`src/rtl/mem_port_arbiter.sv`:
```
// mem_port_arbiter: shares one memory port between loader, data unit and fetch unit
// with IDLE -> ACCESS -> RESP sequencing and address legality checks.
module mem_port_arbiter #(
    parameter int MEM_BYTES  = 2048,
    parameter int INST_BYTES = 1024
) (
    input  logic        i_clk,
    input  logic        i_rst,
    input  logic        i_ld_req,
    input  logic [31:0] i_ld_addr,
    input  logic [31:0] i_ld_wdata,
    output logic        o_ld_ack,
    output logic        o_ld_err,
    input  logic        i_dm_req,
    input  logic        i_dm_we,
    input  logic [31:0] i_dm_addr,
    input  logic [31:0] i_dm_wdata,
    output logic        o_dm_ack,
    output logic        o_dm_err,
    output logic [31:0] o_dm_rdata,
    input  logic        i_if_req,
    input  logic [31:0] i_if_addr,
    output logic        o_if_ack,
    output logic        o_if_err,
    output logic [31:0] o_if_rdata,
    output logic [31:0] o_mem_addr,
    output logic        o_mem_we,
    output logic [31:0] o_mem_wdata,
    input  logic [31:0] i_mem_rdata,
    output logic        o_busy,
    output logic [1:0]  o_owner
);
    typedef enum logic [1:0] {IDLE, ACCESS, RESP} state_t;
    state_t      r_state, w_next;
    logic [1:0]  r_owner, w_grant;
    logic [31:0] r_addr, r_wdata, r_dm_rdata, r_if_rdata, w_addr, w_wdata;
    logic        r_we, r_illegal, r_last, w_we, w_illegal, w_dm_win, w_access, w_resp;

    // r_last: 1 = fetch was the last data/fetch grant, so data wins the next tie
    always_comb begin
        w_dm_win  = i_dm_req && (!i_if_req || r_last);
        w_grant   = i_ld_req ? 2'd1 : w_dm_win ? 2'd2 : i_if_req ? 2'd3 : 2'd0;
        w_addr    = i_ld_req ? i_ld_addr : w_dm_win ? i_dm_addr : i_if_addr;
        w_we      = i_ld_req || (w_dm_win && i_dm_we);
        w_wdata   = i_ld_req ? i_ld_wdata : w_dm_win ? i_dm_wdata : 32'd0;
        w_illegal = (|w_addr[1:0]) || (w_addr >= 32'(MEM_BYTES)) ||
                    (w_grant == 2'd3 && w_addr >= 32'(INST_BYTES));
        w_next    = r_state == ACCESS ? RESP :
                    (r_state == IDLE && w_grant != 2'd0) ? ACCESS : IDLE;
    end

    always_ff @(posedge i_clk or posedge i_rst) begin
        if (i_rst) r_state <= IDLE;
        else       r_state <= w_next;
    end

    always_ff @(posedge i_clk or posedge i_rst) begin
        if (i_rst) begin
            r_owner    <= 2'd0;
            r_addr     <= 32'd0;
            r_wdata    <= 32'd0;
            r_we       <= 1'b0;
            r_illegal  <= 1'b0;
            r_last     <= 1'b1;
            r_dm_rdata <= 32'd0;
            r_if_rdata <= 32'd0;
        end else begin
            if (r_state == IDLE && w_grant != 2'd0) begin
                r_owner   <= w_grant;
                r_addr    <= w_addr;
                r_wdata   <= w_wdata;
                r_we      <= w_we;
                r_illegal <= w_illegal;
                if (!i_ld_req) r_last <= !w_dm_win;
            end
            if (r_state == ACCESS && !r_we && r_owner == 2'd2) r_dm_rdata <= r_illegal ? 32'd0 : i_mem_rdata;
            if (r_state == ACCESS && !r_we && r_owner == 2'd3) r_if_rdata <= r_illegal ? 32'd0 : i_mem_rdata;
        end
    end

    assign w_access    = r_state == ACCESS;
    assign w_resp      = r_state == RESP;
    assign o_mem_addr  = w_access ? r_addr : 32'd0;
    assign o_mem_wdata = w_access ? r_wdata : 32'd0;
    assign o_mem_we    = w_access && r_we && !r_illegal;
    assign o_busy      = r_state != IDLE;
    assign o_owner     = o_busy ? r_owner : 2'd0;
    assign o_ld_ack    = w_resp && r_owner == 2'd1;
    assign o_dm_ack    = w_resp && r_owner == 2'd2;
    assign o_if_ack    = w_resp && r_owner == 2'd3;
    assign o_ld_err    = o_ld_ack && r_illegal;
    assign o_dm_err    = o_dm_ack && r_illegal;
    assign o_if_err    = o_if_ack && r_illegal;
    assign o_dm_rdata  = r_dm_rdata;
    assign o_if_rdata  = r_if_rdata;
endmodule

```
`config.mk`:
```
export PLATFORM = sky130hd
export DESIGN_NAME = mem_port_arbiter
export DESIGN_NICKNAME = d
export VERILOG_FILES = /design/src/rtl/mem_port_arbiter.sv
export SDC_FILE = /design/constraint.sdc
export NUM_CORES = 1
export LEC_CHECK = 0
export BUFFER_PORTS_ARGS = -buffer_cell sky130_fd_sc_hd__buf_2
export CAP_MARGIN = 10
export CELL_PAD_IN_SITES_DETAIL_PLACEMENT = 1
export CELL_PAD_IN_SITES_GLOBAL_PLACEMENT = 2
export CORE_MARGIN = 10
export CORE_UTILIZATION = 23
export CTS_CLUSTER_DIAMETER = 100
export DETAILED_ROUTE_END_ITERATION = 7
export PLACE_DENSITY_LB_ADDON = 0.1
export SLEW_MARGIN = 25
export SYNTH_ARGS = -nofsm -noshare
export SYNTH_HDL_FRONTEND = slang
export SYNTH_SLANG_ARGS = --single-unit
```
`constraint.sdc`:
```
create_clock -name i_clk -period 4.35 [get_ports i_clk]
set_input_delay 0.435 -clock i_clk [delete_from_list [all_inputs] [get_ports i_clk]]
set_output_delay 0.435 -clock i_clk [all_outputs]
set_load 0.1 [all_outputs]
```
==> metrics <==
WL final 29800 um; core area 28900 um^2; Critical Path RT 3.91 ns; syn nets 1003; GRT Total Usage 15.8%; Syn Area/Cell 8.47 um^2; setup repair after global routing missed its margin no; Die ar. 36900 um^2; width of the die 192 um; Syn Std Cell Area 6820 um^2; status complete, no violations; Min Clock Period, post-route 2.64 ns; Mapped Cells 805; Root Buffer clkbuf_16; Synth top area share 49.2%; Rows 62; register area share after synthesis 49.6%; Post-synth EDFFs 0; top-count cell post-synth nand2_1; actual slew at the worst max-slew pin 0.829 ns; H-tree depth 4; clock skew 0.0120 ns; PwrDens 939 nW/um^2; post-cts hold buffer count 0; IO Count 336; vias in the first global route 7264; Clock transition at path regs 0.07 ns; total iterations of the first detailed-routing run 4; most used flip-flop cell after synthesis dfrtp_1; #FFs+latches synth 135; synthesis warning total 0; worst r2r src r_last; dpl hpwl 22700 um; vias per cell 4.41; final period utilization 60.7%; Final Core Density 32.7%; post-synth top area cell dfrtp_1; Max Slew Vio Count 0; Clock Sinks 135; Worst-Skew Late Latency 0.42 ns; Peak VDD IR 0.000355 V; Fmax 378 MHz; Final Wtd Congestion 0.817; post-route setup TNS 0 ns; CP Capture Type primary output; Layout area overhead 38.9%; ratio of cells with drive above 1 in the final layout 35.1%; CTS tree done; distinct cell type count after synthesis 46; ranking of synthesized cells by area dfrtp_1, nand2_1, and2_1, o21ai_0, o21ai_1; final hold vios 0; HP Class in -> async; Post-Place Cell Area 8840 um^2; Worst slew margin 44.7%; DRC Markers 0; Post-synth top cells nand2_1, dfrtp_1, o21ai_0, and2_1, o21ai_1; final antenna-violating net count 0; post-CTS sizing 0; DRT iter0 DRCs 199; initial antenna violation count 11; largest net degree at the start of global routing 100; Initial Util 23.6%; CP Class reg -> out; Die Span Y 192 um; Pleak 4.84 nW; # setup viols final 0; CP max FO 65; grt total ovfl 0; I/O Buffers 335; CP Launch Point r_state[1]; CP Launch Type flop; TritonCTS buffer count 17; maxcap violations 0; post-route cell area 9460 um^2; Post-CTS Setup Bufs 0; first-pass GRT wire length 45000 um; CP arrival 2.21 ns; via count 6655; clk buf depth 2; asr flop ratio synth 100%; fin nets 1305; Wirelength per Cell 19.7 um
sequential cells by signal (all words and copies together), names as in the netlist:
name and cells:
r_illegal 1, r_we 1, r_wdata 32, r_last 1
o_dm_rdata 32, r_state 2, o_if_rdata 32, r_addr 32
r_owner 2
cell type report:
class | count | area (um^2)
fillers | 3550 | 19500
flip-flops and latches | 135 | 3380
multi-input cells | 599 | 3180
repair buffers | 345 | 1760
well taps | 384 | 480
clock buffers | 17 | 425
clock inverters | 15 | 181
inverters | 9 | 41.3
diodes | 6 | 15.0
through the flow:
stage | setup WS, ns | hold slack (ns) | total power [W] | instances
6_report | 1.71 | 0.176 | 0.00888 | 1510
3_3_place_gp | 1.59 | 0.443 | 0.00744 | 1472
2_1_floorplan | 0.306 | 0.430 | 0.00640 | 805
5_1_grt | 1.43 | 0.240 | 0.00939 | 1508
3_5_place_dp | 1.55 | 0.459 | 0.00748 | 1472
4_1_cts | 1.61 | 0.214 | 0.00903 | 1504
cell families (layout without fill, tap and decap cells):
logic type / Yosys count / count (layout) / share of synthesized area [%]
DFF: 135 / 135 / 49.6
AOI/OAI and AO/OA: 211 / 211 / 17.0
and+or+nand+nor: 371 / 371 / 26.6
muxes: 17 / 17 / 2.59
buffers and inverters: 71 / 386 / 4.19
other: 0 / 6 / 0
layout by cell type, fill, tap and decap left out, drive strengths merged, types with 5 or more instances in the layout:
cell / n
inv: 17
mux2: 5
and3: 35
nand2b: 37
nand2: 187
mux2i: 12
nor2: 19
a21oi: 55
a31oi: 5
dfrtp: 134
o21ai: 128
diode: 6
clkbuf: 17
buf: 345
and2: 67
nor3: 7
clkinv: 5
critical path, stage by stage, from the launching register on:
cell and delay, ns:
dfrtp_1 0.38, nand2b_1 0.22, inv_4 0.47, and2_1 0.26, buf_2 0.45
power breakdown:
part	internal, W	leakage [nW]	switching [W]
logic	0.000814	2.94	0.00449
clock network	0.000825	0.294	0.000680
registers	0.00180	1.61	0.000273
total	0.00344	4.84	0.00545
path summary, 6_finish.rpt:
path	end	slack, ns	cells past startpoint
min in group i_clk	r_we	0.26	3
setup / recovery	o_mem_addr[27]	1.71	4
setup reg to reg	r_illegal	1.76	7
hold / removal	o_if_rdata[0]	0.18	2
hold reg to reg	r_addr[1]	0.47	2
max in group asynchronous	r_wdata[4]	3.24	3
routing by layer:
| metal | track usage [%] | wire length [um] | vias to the layer above |
|---|---|---|---|
| li1 | - | - | 3320 |
| met1 | 19.3 | 13000 | 3109 |
| met2 | 25.9 | 14100 | 193 |
| met3 | 5.68 | 2370 | 25 |
| met4 | 4.11 | 248 | 8 |
| met5 | 0 | 53 | - |
Power figures use the tool's default switching activity.
